===== src/rtl/inst_fetch_pkg.sv =====
// Shared types and constants for the instruction fetch stage.
`default_nettype none

package inst_fetch_pkg;

  typedef logic [31:0] InstAddr;
  typedef logic [31:0] Inst;

  typedef enum logic [1:0] {
    IDLE = 2'd0,
    REQ  = 2'd1,
    DROP = 2'd2
  } FetchState;

  localparam InstAddr INST_BYTES = 32'd4;

endpackage

`default_nettype wire


===== src/rtl/inst_fetch_if.sv =====
// Fetch-stage bus: PC redirect input, instruction memory port and decode handshake.
`default_nettype none

interface inst_fetch_if;
  import inst_fetch_pkg::*;

  logic    redirect;
  InstAddr redirect_pc;
  InstAddr mem_addr;
  logic    mem_read;
  logic    mem_ready;
  Inst     mem_data;
  logic    valid;
  Inst     inst;
  InstAddr pc;
  logic    misaligned;
  logic    ready;

  modport master (
    input  redirect, redirect_pc, mem_ready, mem_data, ready,
    output mem_addr, mem_read, valid, inst, pc, misaligned
  );

  modport slave (
    output redirect, redirect_pc, mem_ready, mem_data, ready,
    input  mem_addr, mem_read, valid, inst, pc, misaligned
  );

endinterface

`default_nettype wire


===== src/rtl/inst_fetch_half_adder.sv =====
// Width-parameterised adder with the carry-out discarded, so sums wrap modulo 2^WIDTH.
`default_nettype none

module inst_fetch_half_adder #(
  parameter int WIDTH = 32
) (
  input  logic [WIDTH-1:0] a,
  input  logic [WIDTH-1:0] b,
  output logic [WIDTH-1:0] sum
);

  assign sum = a + b;

endmodule

`default_nettype wire


===== src/rtl/inst_fetch.sv =====
// Instruction fetch: PC register, one outstanding memory read, single-entry decode buffer.
`default_nettype none

module inst_fetch
  import inst_fetch_pkg::*;
#(
  parameter InstAddr RESET_PC = 32'h0000_0000
) (
  input  logic         i_clock,
  input  logic         i_reset,
  inst_fetch_if.master bus
);

  localparam logic [1:0] S_IDLE = IDLE;
  localparam logic [1:0] S_REQ  = REQ;
  localparam logic [1:0] S_DROP = DROP;

  logic [1:0] state;
  logic [1:0] state_next;
  InstAddr    pc;
  InstAddr    pc_inc;
  InstAddr    drop_addr;
  logic       buf_valid;
  Inst        buf_inst;
  InstAddr    buf_pc;
  logic       buf_mis;
  logic       fill;
  logic       take;
  logic       can_issue;

  inst_fetch_half_adder #(
    .WIDTH($bits(InstAddr))
  ) u_pc_inc (
    .a   (pc),
    .b   (INST_BYTES),
    .sum (pc_inc)
  );

  assign bus.mem_read   = (state == S_REQ) || (state == S_DROP);
  assign bus.mem_addr   = (state == S_DROP) ? drop_addr : pc;
  assign bus.valid      = buf_valid;
  assign bus.inst       = buf_inst;
  assign bus.pc         = buf_pc;
  assign bus.misaligned = buf_mis;

  assign fill      = (state == S_REQ) && bus.mem_ready && !bus.redirect;
  assign take      = buf_valid && bus.ready;
  // Only issue when the buffer will be empty by the time the ack can land.
  assign can_issue = !bus.redirect && (!buf_valid || bus.ready);

  always_comb begin
    state_next = state;
    case (state)
      S_IDLE: if (can_issue) state_next = S_REQ;
      S_REQ: begin
        if (bus.mem_ready)     state_next = S_IDLE;
        else if (bus.redirect) state_next = S_DROP;
      end
      S_DROP: if (bus.mem_ready) state_next = S_IDLE;
      default: state_next = S_IDLE;
    endcase
  end

  always_ff @(posedge i_clock or negedge i_reset) begin
    if (!i_reset) begin
      state     <= S_IDLE;
      pc        <= RESET_PC;
      drop_addr <= RESET_PC;
    end else begin
      state <= state_next;
      if (bus.redirect)  pc <= bus.redirect_pc;
      else if (fill)     pc <= pc_inc;
      // The squashed read must keep presenting its original address until acked.
      if ((state == S_REQ) && bus.redirect && !bus.mem_ready) drop_addr <= pc;
    end
  end

  always_ff @(posedge i_clock or negedge i_reset) begin
    if (!i_reset) begin
      buf_valid <= 1'b0;
      buf_inst  <= '0;
      buf_pc    <= '0;
      buf_mis   <= 1'b0;
    end else begin
      if (bus.redirect)  buf_valid <= 1'b0;
      else if (fill)     buf_valid <= 1'b1;
      else if (take)     buf_valid <= 1'b0;
      if (fill) begin
        buf_inst <= bus.mem_data;
        buf_pc   <= pc;
        buf_mis  <= (pc[1:0] != 2'b00);
      end
    end
  end

endmodule

`default_nettype wire


===== src/flat_wrapper.sv =====
// flat-port wrapper written by rule: the top's interface ports become plain ports
module inst_fetch_flat import inst_fetch_pkg::*;
#(
  parameter InstAddr RESET_PC = 32'h0000_0000
)
  (i_clock, i_reset, bus_redirect, bus_redirect_pc, bus_mem_ready, bus_mem_data, bus_ready, bus_mem_addr, bus_mem_read, bus_valid, bus_inst, bus_pc, bus_misaligned);
  inst_fetch_if bus_i ();
  input  logic i_clock;
  input  logic i_reset;
  input wire logic [$bits(bus_i.redirect)-1:0] bus_redirect;
  input wire logic [$bits(bus_i.redirect_pc)-1:0] bus_redirect_pc;
  input wire logic [$bits(bus_i.mem_ready)-1:0] bus_mem_ready;
  input wire logic [$bits(bus_i.mem_data)-1:0] bus_mem_data;
  input wire logic [$bits(bus_i.ready)-1:0] bus_ready;
  output wire logic [$bits(bus_i.mem_addr)-1:0] bus_mem_addr;
  output wire logic [$bits(bus_i.mem_read)-1:0] bus_mem_read;
  output wire logic [$bits(bus_i.valid)-1:0] bus_valid;
  output wire logic [$bits(bus_i.inst)-1:0] bus_inst;
  output wire logic [$bits(bus_i.pc)-1:0] bus_pc;
  output wire logic [$bits(bus_i.misaligned)-1:0] bus_misaligned;
  assign bus_i.redirect = bus_redirect;
  assign bus_i.redirect_pc = bus_redirect_pc;
  assign bus_i.mem_ready = bus_mem_ready;
  assign bus_i.mem_data = bus_mem_data;
  assign bus_i.ready = bus_ready;
  assign bus_mem_addr = bus_i.mem_addr;
  assign bus_mem_read = bus_i.mem_read;
  assign bus_valid = bus_i.valid;
  assign bus_inst = bus_i.inst;
  assign bus_pc = bus_i.pc;
  assign bus_misaligned = bus_i.misaligned;
  inst_fetch #(.RESET_PC(RESET_PC)) u_core (.i_clock(i_clock), .i_reset(i_reset), .bus(bus_i));
endmodule

===== config.mk =====
export PLATFORM = sky130hd
export DESIGN_NAME = inst_fetch_flat
export DESIGN_NICKNAME = d
export VERILOG_FILES = /design/src/rtl/inst_fetch_pkg.sv /design/src/rtl/inst_fetch_if.sv /design/src/rtl/inst_fetch_half_adder.sv /design/src/rtl/inst_fetch.sv /design/src/flat_wrapper.sv
export SDC_FILE = /design/constraint.sdc
export NUM_CORES = 1
export LEC_CHECK = 0
export CELL_PAD_IN_SITES_DETAIL_PLACEMENT = 2
export CELL_PAD_IN_SITES_GLOBAL_PLACEMENT = 2
export CORE_MARGIN = 2
export CORE_UTILIZATION = 31
export DETAILED_ROUTE_END_ITERATION = 16
export HOLD_SLACK_MARGIN = 0.05
export PLACE_DENSITY = 0.86
export SLEW_MARGIN = 20
export SYNTH_ARGS = -nofsm -noshare
export SYNTH_HDL_FRONTEND = slang
export SYNTH_SLANG_ARGS = --single-unit

===== constraint.sdc =====
create_clock -name i_clock -period 2.7 [get_ports i_clock]
set_input_delay 0.405 -clock i_clock [delete_from_list [all_inputs] [get_ports i_clock]]
set_output_delay 0.405 -clock i_clock [all_outputs]
set_load 0.01 [all_outputs]

==> flow_summary.json <==
{
  "outcome": "finished, final reports clean",
  "num_io_pins": 168,
  "row_count": 51,
  "die_h_um": 144,
  "grt-ovfl-total": 0,
  "cts_buffers": 17,
  "min_period_ns": 2.56,
  "dpl.hpwl_um": 13900,
  "crit_type": "flip-flop to primary output",
  "cts_tree": "yes",
  "layout_common_cells": "166 x clkdlybuf4s50_1, 132 x dfrtp_1, 121 x mux2_2",
  "nets": 742,
  "finalSetupViolCount": 0,
  "synthToLayoutAreaGrowth_pct": 44.5,
  "post_cts_buffers": 0,
  "syn-num-nets": 574,
  "wl_um": 19900,
  "clock.fmax_mhz": 390,
  "start_kind": "flip-flop",
  "clk_latency_ns": 0.42,
  "tns_ns": 0,
  "clockBufferDepth": 2,
  "grt_pass1_vias": 5478,
  "grt_use_met3": 0.0420,
  "die-area_mm2": 0.0207,
  "peakVddDrop_mv": 0.490,
  "layout_commonest_cell": "clkdlybuf4s50_1",
  "grtUsageMet1": 0.249,
  "clock-sinks": 132,
  "portBuffers": 167,
  "routabilityCongestion": 0.754,
  "worstMarginPinSlew_ns": 0.922,
  "maxSlewHeadroom": 0.385,
  "hold_violations": 0,
  "dp_cells": 912,
  "hp-class": "flip-flop to flip-flop",
  "start_util": 0.314,
  "cp_cell_sequence": "inv_2 -> ha_4 -> buf_8 -> o21ai_0 -> clkdlybuf4s50_1",
  "rsz0062_at_grt": "no",
  "required_ns": 2.30,
  "ys_seq_elements": 132,
  "synth_cell_type_count": 38,
  "p_leak_nw": 3.56,
  "core-area_mm2": 0.0193,
  "dr.pass1.iters": 5,
  "instances_no_fill": 945,
  "root_buffer": "clkbuf_16",
  "yosysWarnings": 0,
  "drive_gt1_frac": 0.260,
  "cp_slowest_cell": "clkdlybuf4s50_1",
  "arrival_ns": 2.16,
  "wire_per_inst_um": 21.1,
  "synthCells": 500,
  "cap_viol_max_count": 0,
  "powerDensity_mw_per_mm2": 1050,
  "cts_max_level": 4,
  "grt_first_pass_wirelength_um": 31500,
  "num_antenna_cells": 0,
  "track_usage": 0.201,
  "regArea_mm2": 0.00330,
  "antenna_found_initial": 0,
  "path_max_fanout": 16,
  "syn_area_mm2": 0.00606,
  "grtUsageMet2": 0.357,
  "die_w_um": 144,
  "worstSetupEndpointType": "primary output",
  "cp_slowest_stage_delay_ns": 0.61,
  "dr_total_vias": 4715,
  "syn-mean-instance-area_um2": 12.1,
  "ys_seq_area_frac": 0.545,
  "period_share": 0.949,
  "num-fill-cells": 1929,
  "cts.reportedPaths.clkPinSlew_ns": 0.06,
  "antenna_left": 0,
  "drt_iter0_drc": 124,
  "slew_viol_final": 0,
  "grt_max_degree": 58,
  "drc": 0,
  "avgViaCountPerCell": 4.99,
  "skew_ns": 0.00612,
  "top_usage_layer": "met2",
  "multi_input_area_mm2": 0.00261
}
## kinds of logic after synthesis
group | after synthesis | share of synthesized area
flops | 132 | 0.545
simple gates | 127 | 0.112
mux | 122 | 0.226
compound gates | 59 | 0.0594
buf+inv | 42 | 0.0285
xor+xnor | 13 | 0.0188
fa+ha+maj | 5 | 0.0103
## worst max-delay path: cells and delay by family (launching register included)
kind	cells	cell delay (ns)
buf+inv	3	0.85
compound gates	1	0.32
flops	1	0.38
fa+ha+maj	1	0.19
## final timing paths
check	startpoint	end	slack, ns	cells past startpoint
worst min register to register	u_core.bus.pc[25]	u_core.bus.pc[25]	0.50	2
worst min-delay path	u_core.bus.pc[25]	u_core.bus.pc[25]	0.50	2
worst max-delay path	u_core.state[0]	bus_mem_addr[17]	0.14	5
max in group asynchronous	i_reset	u_core.drop_addr[1]	1.34	3
worst max register to register	u_core.state[1]	u_core.pc[26]	0.22	6
min in group asynchronous	i_reset	u_core.bus.inst[3]	0.53	2
## where the power goes
group	internal, W	switching (W)
clock	0.00154	0.000863
combinational	0.00214	0.00141
sequential	0.00278	0.000507
total	0.00646	0.00279
## routing by layer
metal  part of all wire  routed length (µm)
met1               0.41                8140
met2               0.54               10800
met3              0.043                 867
met4             0.0079                 157
met5                  0                   0
## cell usage after synthesis, drive strengths merged
master	n	area [µm²]
dfrtp	132	3300
and2	4	25.0
xor2	6	52.6
o21ai	28	140
nor4	4	31.3
a2bb2oi	1	8.76
a31o	1	8.76
clkbuf	23	87.6
nand3b	1	7.51
nand2	40	150
ha	5	62.6
o211ai	2	15.0
nand2b	3	18.8
mux2	121	1360
nor2	18	67.6
a31oi	14	87.6
a21bo	1	10.0
and4	5	43.8
and3	9	56.3
o31ai	8	60.1
or4	10	78.8
a311o	2	20.0
inv	7	26.3
nand4	15	93.8
or3	3	18.8
xnor2	7	61.3
nand3	13	70.1
nand4bb	1	11.3
mux2i	1	10.0
a21oi	2	10.0
buf	12	58.8
or2	1	6.26
## through the flow
stage	cell area (µm²)	utilization	power (W)	worst slack [ns]	hold WS, ns
2_1_floorplan	6060	-	0.00480	0.629	0.109
3_3_place_gp	8090	0.418	0.00658	0.278	0.418
3_5_place_dp	8090	0.418	0.00681	0.155	0.423
4_1_cts	8710	0.451	0.00929	0.0253	0.498
5_1_grt	8760	0.453	0.00977	0.0424	0.516
6_report	8760	0.453	0.00924	0.137	0.498
## final cells by class
cell class,count,area share
sequential,132,0.377
multi-input combinational,326,0.298
inverter,7,0.00300
clock inverter,9,0.0144
timing repair buffer,184,0.214
tap,265,0.0378
clock buffer,22,0.0553
## flip-flops by register name (all words and copies together) (netlist names)
signal                 count
u_core.state               2
u_core.bus.valid           1
u_core.bus.misaligned      1
u_core.bus.inst           32
u_core.drop_addr          32
u_core.pc                 32
u_core.bus.pc             32
## timing repair
action                                 in CTS  in global routing
gates cloned                                0                  1
pin swaps                                   0                  0
setup endpoints to repair                  20                 30
hold buffers                                1                  0
gates resized for setup                     1                  6
endpoints found under the hold margin      55                  0
Note: power is estimated with default switching activity, not from simulation.
